[config.mk]
export PLATFORM = sky130hd
export DESIGN_NAME = stack_mem_ctrl
export DESIGN_NICKNAME = d
export VERILOG_FILES = /design/src/rtl/stack_mem_ctrl_pkg.sv /design/src/rtl/stack_mem_ctrl_stack_pointer.sv /design/src/rtl/stack_mem_ctrl.sv
export SDC_FILE = /design/constraint.sdc
export NUM_CORES = 1
export LEC_CHECK = 0
export ABC_AREA = 0
export CORE_MARGIN = 2
export CORE_UTILIZATION = 30
export DETAILED_ROUTE_END_ITERATION = 8
export MAX_ROUTING_LAYER = met4
export PLACE_DENSITY_LB_ADDON = 0.25
export SYNTH_ARGS = -nofsm -noshare
export SYNTH_HDL_FRONTEND = slang
export SYNTH_SLANG_ARGS = --single-unit
export TNS_END_PERCENT = 10
[constraint.sdc]
create_clock -name clk -period 4.6 [get_ports clk]
set_input_delay 0.92 -clock clk [delete_from_list [all_inputs] [get_ports clk]]
set_output_delay 0.92 -clock clk [all_outputs]
set_load 0.05 [all_outputs]
[src/rtl/stack_mem_ctrl_pkg.sv]
// Shared definitions for the stack/memory controller: opcode and state encodings
// plus the stack pointer reset value.
package stack_mem_ctrl_pkg;

  typedef enum logic [2:0] {
    OP_NOP   = 3'b000,
    OP_LOAD  = 3'b001,
    OP_STORE = 3'b010,
    OP_PUSH  = 3'b011,
    OP_POP   = 3'b100,
    OP_CALL  = 3'b101,
    OP_RET   = 3'b110,
    OP_RSVD  = 3'b111
  } op_t;

  typedef enum logic {
    ST_IDLE   = 1'b0,
    ST_SECOND = 1'b1
  } state_t;

  // Stack starts at the top of memory and grows downward.
  function automatic logic [31:0] sp_reset_value(input int unsigned nbits);
    return (32'd1 << nbits) - 32'd1;
  endfunction

endpackage

[src/rtl/stack_mem_ctrl_stack_pointer.sv]
// Stack pointer register with modulo wrap and sticky over/underflow flag.
// One push_word/pop_word strobe moves sp by exactly one word.
module stack_pointer
  import stack_mem_ctrl_pkg::*;
#(
  parameter int num_of_register = 11
) (
  input  logic                       clk,
  input  logic                       rst,
  input  logic                       push_word,
  input  logic                       pop_word,
  output logic [num_of_register-1:0] sp,
  output logic [num_of_register-1:0] sp_inc,
  output logic                       err
);

  localparam logic [num_of_register-1:0] SP_RST =
    num_of_register'(sp_reset_value(num_of_register));
  localparam logic [num_of_register-1:0] SP_ONE = num_of_register'(1);

  logic [num_of_register-1:0] sp_q, sp_d;
  logic                       err_q, err_d;

  always_comb begin
    sp_d  = sp_q;
    err_d = err_q;
    if (push_word) begin
      sp_d = sp_q - SP_ONE;
      if (sp_q == '0) err_d = 1'b1;
    end else if (pop_word) begin
      sp_d = sp_q + SP_ONE;
      if (sp_q == SP_RST) err_d = 1'b1;
    end
  end

  always_ff @(posedge clk or posedge rst) begin
    if (rst) begin
      sp_q  <= SP_RST;
      err_q <= 1'b0;
    end else begin
      sp_q  <= sp_d;
      err_q <= err_d;
    end
  end

  assign sp     = sp_q;
  assign sp_inc = sp_q + SP_ONE;
  assign err    = err_q;

endmodule

[src/rtl/stack_mem_ctrl.sv]
// Memory-stage controller: LOAD/STORE plus a downward-growing word stack with
// PUSH/POP and two-word CALL/RET that take one extra SECOND cycle.
module stack_mem_ctrl
  import stack_mem_ctrl_pkg::*;
#(
  parameter int data_width      = 16,
  parameter int address_width   = 32,
  parameter int num_of_register = 11
) (
  input  logic                     clk,
  input  logic                     reset,
  input  logic                     op_valid,
  input  logic [2:0]               op_code,
  input  logic [address_width-1:0] ea,
  input  logic [data_width-1:0]    st_data,
  input  logic [31:0]              pc_in,
  output logic                     ready,
  output logic                     mem_we,
  output logic                     mem_re,
  output logic [address_width-1:0] mem_addr,
  output logic [data_width-1:0]    mem_wdata,
  input  logic [data_width-1:0]    mem_rdata,
  output logic                     res_valid,
  output logic [31:0]              res_data,
  output logic [address_width-1:0] sp,
  output logic                     stack_err
);

  // Handshake: an op transfers on a posedge where op_valid && ready; while
  // ready is low the pipeline must hold op_valid/op_code/operands stable.

  state_t                     state_q, state_d;
  logic                       is_call_q, is_call_d;
  logic [15:0]                pc_lo_q, pc_lo_d;
  logic [data_width-1:0]      hold_q, hold_d;
  logic                       res_valid_q, res_valid_d;
  logic [31:0]                res_data_q, res_data_d;

  logic                       push_word, pop_word;
  logic [num_of_register-1:0] sp_w, sp_inc_w;
  logic [address_width-1:0]   sp_addr, pop_addr;

  stack_pointer #(.num_of_register(num_of_register)) u_sp (
    .clk      (clk),
    .rst      (reset),
    .push_word(push_word),
    .pop_word (pop_word),
    .sp       (sp_w),
    .sp_inc   (sp_inc_w),
    .err      (stack_err)
  );

  assign sp_addr  = address_width'(sp_w);
  assign pop_addr = address_width'(sp_inc_w);

  always_comb begin
    state_d     = state_q;
    is_call_d   = is_call_q;
    pc_lo_d     = pc_lo_q;
    hold_d      = hold_q;
    res_valid_d = 1'b0;
    res_data_d  = res_data_q;
    push_word   = 1'b0;
    pop_word    = 1'b0;
    mem_we      = 1'b0;
    mem_re      = 1'b0;
    mem_addr    = '0;
    mem_wdata   = '0;
    // Reset gating keeps a held op from reaching memory while reset is high.
    if (!reset) begin
      case (state_q)
        ST_IDLE: begin
          if (op_valid) begin
            case (op_t'(op_code))
              OP_LOAD: begin
                mem_re      = 1'b1;
                mem_addr    = ea;
                res_valid_d = 1'b1;
                res_data_d  = 32'(mem_rdata);
              end
              OP_STORE: begin
                mem_we    = 1'b1;
                mem_addr  = ea;
                mem_wdata = st_data;
              end
              OP_PUSH: begin
                mem_we    = 1'b1;
                mem_addr  = sp_addr;
                mem_wdata = st_data;
                push_word = 1'b1;
              end
              OP_POP: begin
                mem_re      = 1'b1;
                mem_addr    = pop_addr;
                pop_word    = 1'b1;
                res_valid_d = 1'b1;
                res_data_d  = 32'(mem_rdata);
              end
              OP_CALL: begin
                mem_we    = 1'b1;
                mem_addr  = sp_addr;
                mem_wdata = data_width'(pc_in[31:16]);
                push_word = 1'b1;
                pc_lo_d   = pc_in[15:0];
                is_call_d = 1'b1;
                state_d   = ST_SECOND;
              end
              OP_RET: begin
                mem_re    = 1'b1;
                mem_addr  = pop_addr;
                pop_word  = 1'b1;
                hold_d    = mem_rdata;
                is_call_d = 1'b0;
                state_d   = ST_SECOND;
              end
              default: ;
            endcase
          end
        end
        ST_SECOND: begin
          state_d = ST_IDLE;
          // sp already moved one word in cycle 1, so both second accesses use it directly.
          if (is_call_q) begin
            mem_we    = 1'b1;
            mem_addr  = sp_addr;
            mem_wdata = data_width'(pc_lo_q);
            push_word = 1'b1;
          end else begin
            mem_re      = 1'b1;
            mem_addr    = pop_addr;
            pop_word    = 1'b1;
            res_valid_d = 1'b1;
            res_data_d  = (32'(mem_rdata) << 16) | 32'(hold_q);
          end
        end
        default: state_d = ST_IDLE;
      endcase
    end
  end

  always_ff @(posedge clk or posedge reset) begin
    if (reset) begin
      state_q     <= ST_IDLE;
      is_call_q   <= 1'b0;
      pc_lo_q     <= '0;
      hold_q      <= '0;
      res_valid_q <= 1'b0;
      res_data_q  <= '0;
    end else begin
      state_q     <= state_d;
      is_call_q   <= is_call_d;
      pc_lo_q     <= pc_lo_d;
      hold_q      <= hold_d;
      res_valid_q <= res_valid_d;
      res_data_q  <= res_data_d;
    end
  end

  assign ready     = (state_q == ST_IDLE);
  assign res_valid = res_valid_q;
  assign res_data  = res_data_q;
  assign sp        = sp_addr;

endmodule

==> metrics, run 1 <==
DR WL/cell=18.19 um; Post-synth EDFFs=0; Worst EP arrival=3150 ps; Die Area=17780 um^2; area growth from synthesis to layout=56.77%; number of port buffers=197; Slew @ Worst Pin=1219 ps; drt first pass iters=4; GRT Total Usage=19.26%; CTS HTree Levels=3; fill count=1500; status=complete, no violations; DR vias/cell=5.212; Post-Synth Simple-Gate Area=15.83%; WL final=16850 um; Setup Viol. Count Final=0; Die Height=133.3 um; CTS tree=built; Chip Width=133.3 um; pre-CTS setup slack=545.7 ps; share of layout cells above drive strength 1=17.99%; largest family of logic cells by synthesized area=compound AO/OA/AOI/OAI gates; largest net degree at the start of global routing=55; Worst-path clk slew=60 ps; Avg Inst Size Synth=9.505 um^2; Power Dens Cells=427.6 nW/um^2; DRC Markers=0; mux cell area share after synthesis=11.84%; Synth Area in Adders=0.7479%; Yosys cell types=62; vias in the first global route=4811; Register Area=1991 um^2; first-pass GRT wire length=26330 um; met1 usage=24.04%; GR Overflow Total=0; Post-Syn Instances=528; Multi-input gate area=2678 um^2; R2R setup slack=1810 ps; Max FO, Critical Path=22; CP Launch Type=input port; Most used DFF post-synth=dfrtp_1; I/O pins=219; Worst Skew=5.615 ps; initial drt markers=234; Synth Area in XOR/XNOR=4.014%; setup TNS=0 ps; Synth Area in Compound Gates=19.35%; ys async rst share=100.0%; cell area after synthesis=5019 um^2; Worst-Skew Late Latency=340 ps; setup ws final=534.1 ps; met3 usage=5.974%; RSZ-0062 raised after global routing=false; most common cell after layout, fill and taps aside=clkdlybuf4s50_1; Max Slew Vio Count=0; initial antenna violation count=0; post-route minimum period=4066 ps; Post-DP HPWL=12350 um; Crit Path Category=in2out; GRT Max-Usage Layer=met2; via count=4826; Worst Reg2Reg Path Length in Cells=8; Max VDD drop=283.1 uV; Worst slew margin=18.76%; core area=16470 um^2; Starting Density=30.48%; antenna-violating nets left=0; Worst Path Required=3680 ps; synthesis-stage register bit count=79; CTS Hold Bufs=0; Critical Path Sink Type=output pin; max-cap violations=0; Hold Path Class=reg2reg; row count=47; Highest Clock Rate=246.0 MHz; warnings from Yosys=0; NumNets Final=807; Num CTS Buffers=9; Setup Buffers After CTS=0; final hold violations=0; most frequent cells in the layout=clkdlybuf4s50_1, dfrtp_1, buf_12, nand2_1, nor2_1; clk sinks=79; sequential fraction of the synthesis area=39.67%; Pleak=3.166 nW; hold depth=1; Final Cycle Share=88.39%; GP Congestion=0.8844; CTS resizes=0; CTS root buf=clkbuf_16; met2 usage=30.13%; Bufs on Longest Clock Path=2; Ant. Diodes=0
==> logic make-up after synthesis <==
group                      after synthesis
and+or+nand+nor                        153
xor gates and xnor gates                23
AOI/OAI and AO/OA                      132
DFF                                     79
other                                    1
adders and majority gates                3
buffers and inverters                   82
muxes                                   55
==> flip-flops by register name, summed over array words and instances (netlist names) <==
name and count:
u_sp.sp 11, res_data 32, state_q 1, is_call_q 1, u_sp.err 1, pc_lo_q 16
hold_q 16, res_valid 1
==> metal layers <==
metal	vias up	wire, um	part of all wire [%]
li1	2213	-	-
met1	2361	7105	42
met2	230	7926	47
met3	22	1493	8.9
met4	0	320	1.9
met5	-	0	0
==> stage by stage <==
step           total power, mW  std cells  util, %  hold WS, ps  instance area, um^2
3_5_place_dp             2.695        911    46.07        480.1                 7586
2_1_floorplan            2.118        548        -        457.9                 5094
5_1_grt                  3.538        926    47.78        514.3                 7868
3_3_place_gp             2.667        911    46.07        471.6                 7586
6_report                 3.364        926    47.78        491.9                 7868
4_1_cts                  3.390        926    47.78        494.6                 7868
==> cells in the mapped netlist, types with 3 or more instances <==
library cell	number	area, um^2
a211oi_1	5	37.54
a21o_1	4	30.03
a21oi_1	30	150.1
a221oi_1	8	70.07
a22o_1	19	166.4
a22oi_1	3	22.52
a32oi_1	22	192.7
and2_1	21	131.4
buf_1	6	22.52
buf_2	7	35.03
buf_4	25	187.7
clkbuf_1	31	116.4
dfrtp_1	68	1702
dfstp_2	11	289.0
ha_1	3	37.54
inv_1	9	33.78
mux2_1	12	135.1
mux2_2	23	259.0
mux2i_1	20	200.2
nand2_1	42	157.7
nand2b_1	8	50.05
nand3_1	12	60.06
nand3b_1	4	30.03
nor2_1	32	120.1
nor2b_1	6	37.54
nor3_1	9	45.04
nor4_1	3	18.77
o21ai_0	13	65.06
o22ai_1	3	18.77
o32ai_1	8	70.07
xnor2_1	20	175.2
xor2_1	3	26.28
==> worst paths after layout <==
check / from / end
setup / recovery: op_code[1] / mem_addr[5]
hold / removal: pc_lo_q[3] / pc_lo_q[3]
setup reg to reg: is_call_q / res_data[6]
hold reg to reg: pc_lo_q[3] / pc_lo_q[3]
max in group asynchronous: reset / hold_q[4]
min in group asynchronous: reset / state_q
==> power breakdown <==
group / leakage [nW] / switching (mW) / internal, mW
sequential: 0.943 / 0.264 / 0.913
clock: 0.134 / 0.283 / 0.393
combinational: 2.09 / 0.902 / 0.611
==> area by class of cell <==
cell class | count | area share [%]
multi-input cells | 387 | 34.03
repair buffers | 214 | 33.05
flip-flops and latches | 79 | 25.30
well taps | 220 | 3.499
clock buffers | 11 | 3.212
inverters | 11 | 0.5407
clock inverters | 4 | 0.3658
==> critical path: stages <==
cell	delay, ps
clkdlybuf4s50_1	800
buf_4	340
a211oi_1	70
a31oi_1	220
o21ai_0	110
o211ai_1	470
buf_12	210
Power figures use the tool's default switching activity.
==> run 2: changes to the inputs <==
CORE_MARGIN = 4   (was 2)
==> run 2 against run 1 <==
Compared with the run above: register-to-register slack improved by 140 ps; critical path depth decreased by 1; die area increased by 6.1%; core utilization increased by 0.36 points; non-clock buffer count unchanged; combinational power about the same; global-route usage decreased by 1.7 points; critical path type unchanged; critical endpoint is now mem_we.
==> metrics, run 2 (same netlist as run 1, synthesis figures left out) <==
status=complete, no violations; share of layout cells above drive strength 1=18.10%; initial antenna violation count=1; core area=16470 um^2; R2R setup slack=1950 ps; FF-to-FF Start=is_call_q; Worst-Skew Late Latency=350 ps; Crit Path Category=in2out; delay-heaviest family, CP=buffers and inverters; CTS resizes=0; CTS tree=built; slowest cell on the critical path=clkdlybuf4s50_1; CTS Hold Bufs=0; Bufs on Longest Clock Path=2; Setup Buffers After CTS=0; Worst EP arrival=3360 ps; Final Cycle Share=92.98%; initial drt markers=284; Critical Path Sink Type=output pin; first-pass GRT wire length=25210 um; max-cap violations=0; placed insts=911; Worst Path Required=3680 ps; setup TNS=0 ps; RSZ-0062 raised after global routing=false; Power Dens Cells=442.7 nW/um^2; GP Congestion=0.8735; Max FO, Critical Path=17; Die Area=18860 um^2; Num CTS Buffers=9; Worst Reg2Reg Path Length in Cells=8; vias in the first global route=4785; final hold violations=0; fill count=1546; Post-DP HPWL=12610 um; post-route minimum period=4277 ps; setup ws final=322.9 ps; Worst slew margin=23.72%; final std cells w/o fill=928; Setup Viol. Count Final=0; Hold Path Class=reg2reg; Hold Path Sink=pc_lo_q[0]; DR WL/cell=17.83 um; most frequent cells in the layout=clkdlybuf4s50_1, dfrtp_1, buf_12, nand2_1, nor2_1; CP Cell Sequence=clkdlybuf4s50_1 > clkinv_1 > and3_1 > buf_4 > or3b_2 > buf_12; CP peak stage delay=810 ps; Pleak=3.198 nW; DR vias/cell=5.125; Worst R2R End=res_data[6]; GR Overflow Total=0; Multi-input gate area=2678 um^2; Die Height=137.3 um; Buf/Inv on CP=4; Worst-path clk slew=60 ps; row count=47; WL final=16550 um; I/O pins=219; Register Area=1991 um^2; Hold WS=489.1 ps; Slew @ Worst Pin=1144 ps; largest net degree at the start of global routing=60; pre-CTS setup slack=336.2 ps; GRT Total Usage=17.55%; CTS root buf=clkbuf_16; antenna-violating nets left=0; drt first pass iters=4; hold depth=1; Max VDD drop=284.8 uV; NumNets Final=807; Starting Density=30.48%; end-of-flow core utilization=48.15%; clk sinks=79; area growth from synthesis to layout=57.97%; HP Start=pc_lo_q[0]; CP Launch Type=input port; Max Slew Vio Count=0; via count=4756; most common cell after layout, fill and taps aside=clkdlybuf4s50_1; number of port buffers=197; Worst Skew=11.13 ps; Chip Width=137.3 um; max reg flops=32; Highest Clock Rate=233.8 MHz; CTS HTree Levels=3; DRC Markers=0
==> run 2: how the worst max path moves through the flow <==
stage	start	endpoint	slack, ps	depth (start not counted)
after CTS	op_code[2]	mem_we	330	6
after detailed placement	op_code[2]	mem_we	340	6
after floorplan	op_code[0]	mem_addr[1]	710	6
final	op_code[2]	mem_we	320	6
after global placement	op_code[2]	mem_we	440	6
after global routing	op_code[2]	mem_we	240	6
==> run 2: cell type report <==
cell class                 count  share of cell area [%]
antenna                        1                 0.03157
sequential                    79                   25.11
multi-input combinational    387                   33.78
clock buffer                   9                   2.841
clock inverter                 7                   1.594
inverter                      11                  0.5366
tap                          220                   3.472
timing repair buffer         214                   32.64
==> run 2: per-stage QoR <==
step                total power, mW  area [um^2]
finish                        3.510         7928
global route                  3.684         7928
CTS                           3.535         7925
detailed placement            2.677         7574
global placement              2.655         7574
floorplan                     2.118         5094
==> run 2: power breakdown <==
part	internal [mW]	total, mW	switching, mW
registers	0.912	1.16	0.249
logic	0.609	1.51	0.897
clock network	0.538	0.842	0.305
total	2.06	3.51	1.45
==> run 2: worst reg2reg max path: stages (launching register included) <==
cell      delay (ps)
dfrtp_1         1100
nand2b_1         290
nor2_1            60
buf_4            200
nor2_1           120
buf_4            240
inv_2            260
nor2_1           190
a21oi_1           60
==> run 2: layer usage <==
metal,up-vias,global-route usage [%],wire length (um)
met5,-,-,0
met4,0,5.266,323
met3,26,5.990,1579
met2,228,28.31,7902
met1,2283,20.83,6742
li1,2219,-,-
